[src/rtl/sent_rx_frame_decoder_pkg.sv]
// sent_rx_pkg: shared state encoding, CRC-4 table, seed default and the
// maximum data-nibble count for the SENT fast-channel frame decoder.
package sent_rx_pkg;

  localparam int         MAX_DATA     = 6;
  localparam logic [3:0] CRC_SEED_DEF = 4'h5;

  localparam logic [2:0] ST_IDLE   = 3'd0;
  localparam logic [2:0] ST_STATUS = 3'd1;
  localparam logic [2:0] ST_DATA   = 3'd2;
  localparam logic [2:0] ST_CRC    = 3'd3;
  localparam logic [2:0] ST_PAUSE  = 3'd4;

  // T[i] lives at bits [4*i +: 4]; T = {0,13,7,10,14,3,9,4,1,12,6,11,15,2,8,5}
  localparam logic [63:0] CRC4_T = 64'h582F_B6C1_493E_A7D0;

  function automatic logic [3:0] crc4_lut(input logic [3:0] a);
    return CRC4_T[{a, 2'b00} +: 4];
  endfunction

endpackage

[src/rtl/sent_rx_frame_decoder_if.sv]
// Nibble-stream input and frame-result output bundle of the decoder.
// slave: decoder side; master: pulse checker / application side.
interface sent_rx_frame_decoder_if
  import sent_rx_pkg::*;
#(
  parameter int NUM_DATA = MAX_DATA
);

  logic                  sync_pulse;
  logic                  nib_valid;
  logic [3:0]            nib_data;
  logic                  pulse_err;
  logic                  frame_valid;
  logic [3:0]            frame_status;
  logic [4*NUM_DATA-1:0] frame_data;
  logic [3:0]            crc_rx;
  logic                  crc_error;
  logic                  frame_error;
  logic [15:0]           frame_cnt;

  modport master (
    output sync_pulse, nib_valid, nib_data, pulse_err,
    input  frame_valid, frame_status, frame_data, crc_rx,
    input  crc_error, frame_error, frame_cnt
  );

  modport slave (
    input  sync_pulse, nib_valid, nib_data, pulse_err,
    output frame_valid, frame_status, frame_data, crc_rx,
    output crc_error, frame_error, frame_cnt
  );

endinterface

[src/rtl/sent_rx_frame_decoder_crc4.sv]
// sent_crc4_nibble: one SAE J2716 CRC-4 step, acc_o = T[acc_i] ^ nib_i.
// Ports: acc_i current accumulator, nib_i nibble (0 = augmentation), acc_o.
module sent_crc4_nibble
  import sent_rx_pkg::*;
(
  input  logic [3:0] acc_i,
  input  logic [3:0] nib_i,
  output logic [3:0] acc_o
);

  assign acc_o = crc4_lut(acc_i) ^ nib_i;

endmodule

[src/rtl/sent_rx_frame_decoder.sv]
// SENT fast-channel frame decoder: status, NUM_DATA data, CRC (+ pause when
// SENT_RX_PAUSE_EN). Ports: clk_rx, reset (async high), bus (slave).
module sent_rx_frame_decoder
  import sent_rx_pkg::*;
#(
  parameter int         NUM_DATA = MAX_DATA,
  parameter logic [3:0] CRC_SEED = CRC_SEED_DEF
) (
  input logic                    clk_rx,
  input logic                    reset,
  sent_rx_frame_decoder_if.slave bus
);

  localparam int         DW   = 4 * NUM_DATA;
  localparam logic [2:0] LAST = 3'(NUM_DATA - 1);

  logic [2:0]    state_q, state_d;
  logic [3:0]    acc_q, acc_d;
  logic [2:0]    idx_q, idx_d;
  logic [3:0]    stat_sh_q, stat_sh_d;
  logic [DW-1:0] data_sh_q, data_sh_d;
  logic [DW-1:0] data_shift;
  logic          err_d, done_d;

  logic          fv_q, fe_q, cerr_q;
  logic [3:0]    status_q, crc_q;
  logic [DW-1:0] data_q;
  logic [15:0]   cnt_q;

  logic [3:0]    acc_nxt, calc;
  logic          crc_bad;

  sent_crc4_nibble u_crc_data (
    .acc_i (acc_q),
    .nib_i (bus.nib_data),
    .acc_o (acc_nxt)
  );

  sent_crc4_nibble u_crc_aug (
    .acc_i (acc_q),
    .nib_i (4'h0),
    .acc_o (calc)
  );

  assign crc_bad = (bus.nib_data != calc);

  if (NUM_DATA > 1) begin : g_shift
    assign data_shift = {data_sh_q[DW-5:0], bus.nib_data};
  end else begin : g_one
    assign data_shift = bus.nib_data;
  end

  always_comb begin
    state_d   = state_q;
    acc_d     = acc_q;
    idx_d     = idx_q;
    stat_sh_d = stat_sh_q;
    data_sh_d = data_sh_q;
    err_d     = 1'b0;
    done_d    = 1'b0;
    if (bus.pulse_err && state_q != ST_IDLE) begin
      err_d   = 1'b1;
      state_d = ST_IDLE;
    end else if (bus.sync_pulse) begin
      // a sync inside a frame aborts it; in IDLE/PAUSE it simply starts one
      err_d   = (state_q == ST_STATUS) || (state_q == ST_DATA) ||
                (state_q == ST_CRC);
      state_d = ST_STATUS;
      acc_d   = CRC_SEED;
      idx_d   = '0;
    end else if (bus.nib_valid) begin
      unique case (state_q)
        ST_STATUS: begin
          stat_sh_d = bus.nib_data;
          state_d   = ST_DATA;
          idx_d     = '0;
        end
        ST_DATA: begin
          data_sh_d = data_shift;
          acc_d     = acc_nxt;
          if (idx_q == LAST) state_d = ST_CRC;
          else               idx_d   = idx_q + 3'd1;
        end
        ST_CRC: begin
          done_d = 1'b1;
`ifdef SENT_RX_PAUSE_EN
          state_d = ST_PAUSE;
`else
          state_d = ST_IDLE;
`endif
        end
`ifdef SENT_RX_PAUSE_EN
        ST_PAUSE: state_d = ST_IDLE;
`endif
        default: ;
      endcase
    end
  end

  always_ff @(posedge clk_rx or posedge reset) begin
    if (reset) begin
      state_q   <= ST_IDLE;
      acc_q     <= CRC_SEED;
      idx_q     <= '0;
      stat_sh_q <= '0;
      data_sh_q <= '0;
      fv_q      <= 1'b0;
      fe_q      <= 1'b0;
      status_q  <= '0;
      data_q    <= '0;
      crc_q     <= '0;
      cerr_q    <= 1'b0;
      cnt_q     <= '0;
    end else begin
      state_q   <= state_d;
      acc_q     <= acc_d;
      idx_q     <= idx_d;
      stat_sh_q <= stat_sh_d;
      data_sh_q <= data_sh_d;
      fv_q      <= done_d;
      fe_q      <= err_d;
      if (done_d) begin
        status_q <= stat_sh_q;
        data_q   <= data_sh_q;
        crc_q    <= bus.nib_data;
        cerr_q   <= crc_bad;
        if (!crc_bad) cnt_q <= cnt_q + 16'd1;
      end
    end
  end

  assign bus.frame_valid  = fv_q;
  assign bus.frame_error  = fe_q;
  assign bus.frame_status = status_q;
  assign bus.frame_data   = data_q;
  assign bus.crc_rx       = crc_q;
  assign bus.crc_error    = cerr_q;
  assign bus.frame_cnt    = cnt_q;

endmodule

[src/flat_wrapper.sv]
// flat-port wrapper written by rule: the top's interface ports become plain ports
module sent_rx_frame_decoder_flat import sent_rx_pkg::*;
#(
  parameter int         NUM_DATA = MAX_DATA,
  parameter logic [3:0] CRC_SEED = CRC_SEED_DEF
)
  (clk_rx, reset, bus_sync_pulse, bus_nib_valid, bus_nib_data, bus_pulse_err, bus_frame_valid, bus_frame_status, bus_frame_data, bus_crc_rx, bus_crc_error, bus_frame_error, bus_frame_cnt);
  sent_rx_frame_decoder_if #(.NUM_DATA(NUM_DATA)) bus_i ();
  input logic clk_rx;
  input logic reset;
  input wire logic [$bits(bus_i.sync_pulse)-1:0] bus_sync_pulse;
  input wire logic [$bits(bus_i.nib_valid)-1:0] bus_nib_valid;
  input wire logic [$bits(bus_i.nib_data)-1:0] bus_nib_data;
  input wire logic [$bits(bus_i.pulse_err)-1:0] bus_pulse_err;
  output wire logic [$bits(bus_i.frame_valid)-1:0] bus_frame_valid;
  output wire logic [$bits(bus_i.frame_status)-1:0] bus_frame_status;
  output wire logic [$bits(bus_i.frame_data)-1:0] bus_frame_data;
  output wire logic [$bits(bus_i.crc_rx)-1:0] bus_crc_rx;
  output wire logic [$bits(bus_i.crc_error)-1:0] bus_crc_error;
  output wire logic [$bits(bus_i.frame_error)-1:0] bus_frame_error;
  output wire logic [$bits(bus_i.frame_cnt)-1:0] bus_frame_cnt;
  assign bus_i.sync_pulse = bus_sync_pulse;
  assign bus_i.nib_valid = bus_nib_valid;
  assign bus_i.nib_data = bus_nib_data;
  assign bus_i.pulse_err = bus_pulse_err;
  assign bus_frame_valid = bus_i.frame_valid;
  assign bus_frame_status = bus_i.frame_status;
  assign bus_frame_data = bus_i.frame_data;
  assign bus_crc_rx = bus_i.crc_rx;
  assign bus_crc_error = bus_i.crc_error;
  assign bus_frame_error = bus_i.frame_error;
  assign bus_frame_cnt = bus_i.frame_cnt;
  sent_rx_frame_decoder #(.NUM_DATA(NUM_DATA), .CRC_SEED(CRC_SEED)) u_core (.clk_rx(clk_rx), .reset(reset), .bus(bus_i));
endmodule
[config.mk]
export PLATFORM = sky130hd
export DESIGN_NAME = sent_rx_frame_decoder_flat
export DESIGN_NICKNAME = d
export VERILOG_FILES = /design/src/rtl/sent_rx_frame_decoder_pkg.sv /design/src/rtl/sent_rx_frame_decoder_if.sv /design/src/rtl/sent_rx_frame_decoder_crc4.sv /design/src/rtl/sent_rx_frame_decoder.sv /design/src/flat_wrapper.sv
export SDC_FILE = /design/constraint.sdc
export NUM_CORES = 1
export LEC_CHECK = 0
export ABC_CLOCK_PERIOD_IN_PS = 2800
export CAP_MARGIN = 40
export CORE_UTILIZATION = 48
export CTS_BUF_LIST = sky130_fd_sc_hd__clkbuf_4 sky130_fd_sc_hd__clkbuf_8 sky130_fd_sc_hd__clkbuf_16
export CTS_CLUSTER_SIZE = 16
export DETAILED_ROUTE_END_ITERATION = 12
export GPL_TIMING_DRIVEN = 0
export PLACE_DENSITY = 0.86
export SKIP_LAST_GASP = 1
export SLEW_MARGIN = 20
export SYNTH_ARGS = -nofsm -noshare
export SYNTH_HDL_FRONTEND = slang
export SYNTH_SLANG_ARGS = --single-unit
export TNS_END_PERCENT = 1
[constraint.sdc]
create_clock -name clk_rx -period 2.8 [get_ports clk_rx]
set_input_delay 0.56 -clock clk_rx [delete_from_list [all_inputs] [get_ports clk_rx]]
set_output_delay 0.56 -clock clk_rx [all_outputs]
set_load 0.005 [all_outputs]
# Word level (Yosys, flattened, before mapping)
# Index checks and enable logic that the tools add are counted.
# W data, S select, Z words.
# totals
regBits	89
output_inout_bits	51
word_cells	59
# op_classes
add_sub_neg	2
n_eq_ne	7
n_shift	1
muxes	18
bitwise_logic	4
reduce_logical	15
# op_table
operator	count
$shiftx A64 B7 Y4 const A	1
$mux W3	7
$add A16 B1 Y16 const B	1
$mux W4	3
$reduce_and A4 Y1	3
$pmux W3 S3	1
$reduce_bool A3 Y1	3
$eq A3 B2 Y1 const B	2
$mux W1	6
$pmux W3 S2	1
$reduce_and A3 Y1	2
$reduce_bool A5 Y1	1
$ne A4 B3 Y1 const B	1
$ne A4 B4 Y1	1
$reduce_bool A2 Y1	2
$xor A4 B4 Y4	1
$add A3 B1 Y3 const B	1
$eq A3 B1 Y1 const B	1
$eq A3 B3 Y1 const B	1
$ne A3 B3 Y1 const B	1
$not A1 Y1	3
$logic_or A1 B1 Y1	2
$reduce_and A2 Y1	1
$logic_and A1 B1 Y1	1

# Longest topological paths before layout
# depth
depth_word	6
depth_mapped	9
mapped_depth_nobuf	7

# By module
# From an unflattened synthesis, not the netlist that was laid out.
# unflattened
hier_cells	357
area_unflattened_um2	3915.0
# modules_own_cells
module	instances	cells_each	area_per_inst_um2
sent_rx_frame_decoder	1	327	3639.7
sent_crc4_nibble	2	15	137.6

# Worst setup path before layout
# No wires, ideal clock.
# synth_path
kind	input -> register
start	input port bus_nib_data[2]
end	register u_core.cnt_q[10] (netlist: u_core.bus.frame_cnt[10])
setup_time_ps	124
arrival_time_ps	1895
slack_ps	781
path_stages	6
cell_sequence	xor2_1 or3_4 a221oi_4 buf_6 nand3_1 xnor2_1
# synth_between
elab_chain_cells	3
# synth_rtl
item	line_no	rtl
start: declaration	flat_wrapper.sv:13	input wire logic [$bits(bus_i.nib_data)-1:0] bus_nib_data;
$ne A4 B4 Y1	sent_rx_frame_decoder.sv:45	assign crc_bad = (bus.nib_data != calc);
$not A1 Y1 (no line)	n/a	
$reduce_and A2 Y1 (no line)	n/a	
end signal: assignment	sent_rx_frame_decoder.sv:127	if (!crc_bad) cnt_q <= cnt_q + 16'd1;
end: declaration	sent_rx_frame_decoder.sv:28	logic [15:0] cnt_q;
# No other way between the ends.
# A chain may end at the register's enable or synchronous reset.

# Worst setup path after layout
# layout_path
start	register u_core.state_q[0]
end	register u_core.cnt_q[11] (netlist: u_core.bus.frame_cnt[11])
# layout_between
elab_chain_cells	6
word_cells_on_any_way	8
cone_classes	eq/ne (1); mux (4); reduce/logical (3)
# layout_rtl
item	line_no	rtl
start: declaration	sent_rx_frame_decoder.sv:17	logic [2:0] state_q, state_d;
start signal: assignment	sent_rx_frame_decoder.sv:115	state_q <= state_d;
$eq A3 B2 Y1	sent_rx_frame_decoder.sv:72	unique case (state_q)
$mux W1	sent_rx_frame_decoder.sv:72	
$mux W1	sent_rx_frame_decoder.sv:71	end else if (bus.nib_valid) begin
$mux W1	sent_rx_frame_decoder.sv:64	end else if (bus.sync_pulse) begin
$mux W1 (*)	sent_rx_frame_decoder.sv:61	if (bus.pulse_err && state_q != ST_IDLE) begin
$reduce_and A2 Y1 (no line) (*)	n/a	
# Mark *: on every way between the ends. The rest lies on a longest branch, timed or not.

==> results.md <==
- Worst slew margin: 52.81%
- Worst setup path start: u_core.state_q[0]$_DFFE_PP0P_
- Synth cell types: 34
- Slowest-stage cell, CP: a221oi_4
- Clock sinks: 88
- Mapped Nets: 349
- Setup TNS: 0 ps
- Critical path arrival: around 2800 ps
- Clock input transition at the sequential cells of the worst setup and hold paths: 90 ps
- Clk_lat worst skew: around 360 ps
- Slew of the pin with the lowest slew margin: 706.3 ps
- Mapped Cells: 333
- Syn Area/Cell: 11.21 µm²
- Clk_skew: 12.40 ps
- DR DRC count: 0
- Initial antenna violation count: 0
- Num CTS Buffers: 9
- Worst hold slack: 465.5 ps
- Pre-CTS WS: -29.61 ps
- CP startpoint kind: register
- Share of cells above drive strength 1: 13.94%
- Critical path class: reg2reg
- Post-synth top area share: 57.64%
- Commonest cells post-synth: nand2_1, dfrtp_1, mux2_2
- Die Y: around 90 µm
- Leading area contributor after synthesis: dfrtp_1
- CTS tree: built
- Wire per inst: 14.63 µm
- Tmin final: 2514 ps
- CP endpoint kind: register
- Hold crit path type: reg2reg
- Final hold violation count: 0
- Dpl hpwl: 5319 µm
- Worst vdd ir: around 0.29 mV
- Seq cells post-synth: 88
- Crit Reg-Reg Startpoint: u_core.state_q[0]$_DFFE_PP0P_
- Crit path setup slack, layout: 286.2 ps
- Top cells by area, synth: dfrtp_1, nand2_1, mux2_2, xnor2_1, ha_1
- Die X: 90.20 µm
- DRT Wirelength: 7432 µm
- Most common cell in the netlist: nand2_1
- Outcome: finished clean
- Unrepaired setup endpoints after global routing: no
- Ys Warns: 0
- R2r setup slk: 290 ps
- Area growth from synthesis to layout: 25.00%
- Slew Viols, Final: 0
- Post-synthesis sequential area ratio: 59.05%
- EDFF count, synth: 0
- GRT Util Overall: around a fifth
- Grt ovf: 0
- Ports: 60
- FILL cells: between 500 and 600
- Bufs and invs on worst path: 2
- Placed instance count: 493
- # nets final: 421
- Main synth FF type: dfrtp_1
- Final worst-path cycle share: 89.78%
- Ant diodes: 0
- H-Tree Depth: 3
- Area after DPL: 4499 µm²
- Gpl congestion: 0.7304
- P_leak: between 2 and 2.5 nW
- 1st-iter DRT viols: 109
- Root buffer selected by CTS: clkbuf_8
- Core Box Area: approximately 7400 µm²
- CP peak stage delay: 560 ps
- Post-CTS Setup Inserts: 0
- Hold path start: u_core.stat_sh_q[2]$_DFFE_PP0P_
- Final setup viols: 0
- Vias per cell: 5.102
- Post-route cell area: about 4700 µm²
- First-pass GRT wire length: 12740 µm
- Largest net degree at the start of global routing: 34
- Initial core utilization: 50.66%
- Longest Clk Path Bufs: 2
- Post-route insts no fill: 508
- Port bufs: 59
- ANT nets after route: 0
- Final Util: between 60% and 70%
- Pre-antenna DRT Iters: 4
- CP cell instances: inv_1, ha_1, nand2b_1, nand4_1, a221oi_4, buf_6, nand3_1, xnor2_1
- Crit path max fanout: 10
- Worst path top cell family by delay: simple AND/OR/NAND/NOR gates
- Placement Rows: 31
- # hold bufs at CTS: 0
- Critical path data required time: 3040 ps
- Pwr Density: 598.9 nW/µm²
- Die area: 8135 µm²
- Total number of vias: 2592
- Number of global-route vias before repair: 2680
- Mapped Area: between 3000 and 4000 µm²
- Overall Power: 2.795 mW
- Fmax: 397.8 MHz
- Max Cap Violations: 0
- Post-synthesis async set-or-reset flop share: between 90% and 100%
- Post-CTS sizing: 0
sequential cells by signal (all words and copies together) (netlist names):
| signal | cells |
|---|---|
| u_core.bus.frame_data | 24 |
| u_core.data_sh_q | 24 |
| u_core.bus.frame_cnt | 16 |
| u_core.acc_q | 4 |
| u_core.bus.crc_rx | 4 |
| u_core.bus.frame_status | 4 |
| u_core.stat_sh_q | 4 |
| u_core.idx_q | 3 |
| u_core.state_q | 2 |
| u_core.bus.crc_error | 1 |
| u_core.bus.frame_error | 1 |
| u_core.bus.frame_valid | 1 |
per-layer routing:
layer | vias up | GRT usage, % | part of all wire, %
met5 | - | 0 | 0
li1 | 1246 | - | -
met3 | 8 | 4.653 | 4.0
met2 | 60 | 33.02 | 50
met1 | 1278 | 25.37 | 45
met4 | 0 | 8.602 | 1.2
cell families (layout without fill, tap and decap cells):
| family | after synthesis | in the layout | synth area share, % |
|---|---|---|---|
| compound gates | 21 | 21 | 4.055 |
| xor+xnor | 23 | 23 | 6.367 |
| fa+ha+maj | 7 | 7 | 2.346 |
| buf+inv | 19 | 95 | 2.379 |
| flops | 88 | 88 | 59.05 |
| mux | 30 | 30 | 9.015 |
| simple gates | 145 | 145 | 16.79 |
power breakdown:
part	switching, mW	internal (mW)	total [mW]
clock network	0.456	0.322	0.778
logic	0.210	0.278	0.488
registers	0.104	1.43	1.53
worst register-to-register path, cell delays in order, from the launching register on:
cell,delay (ps)
dfrtp_1,420
inv_1,90
ha_1,180
nand2b_1,230
nand4_1,440
a221oi_4,560
buf_6,220
nand3_1,110
xnor2_1,140
final timing paths:
check                                                               to  depth (start not counted)
worst min register to register  u_core.bus.frame_status[2]$_DFFE_PP0P_                          2
max in group asynchronous       u_core.bus.frame_status[3]$_DFFE_PP0P_                          4
worst min-delay path            u_core.bus.frame_status[2]$_DFFE_PP0P_                          2
min in group asynchronous         u_core.bus.frame_data[1]$_DFFE_PP0P_                          2
worst max-delay path              u_core.bus.frame_cnt[11]$_DFFE_PP0P_                          8
worst max register to register    u_core.bus.frame_cnt[11]$_DFFE_PP0P_                          8
area by class of cell:
| type | count | area (µm²) | area share, % |
|---|---|---|---|
| multi-input combinational | 226 | 1440 | 30.86 |
| sequential | 88 | 2205 | 47.24 |
| buffer | 12 | 62.56 | 1.340 |
| clock buffer | 9 | 123.9 | 2.654 |
| clock inverter | 6 | 43.79 | 0.9383 |
| tap | 99 | 123.9 | 2.654 |
| inverter | 7 | 30.03 | 0.6434 |
| timing repair buffer | 61 | 638.1 | 13.67 |
placed cells by master (no fill, tap or decap), types with 3 or more instances in the layout:
cell,instances
clkdlybuf4s50_1,59
mux2_2,29
o21ai_0,6
nand3_1,7
a21oi_1,6
and3_1,7
ha_1,7
clkbuf_1,8
inv_1,6
xnor2_1,18
nor2b_1,3
nand4_1,7
nor2_1,6
clkbuf_8,9
nand2_1,108
dfrtp_1,86
Note: power is estimated with default switching activity, not from simulation.
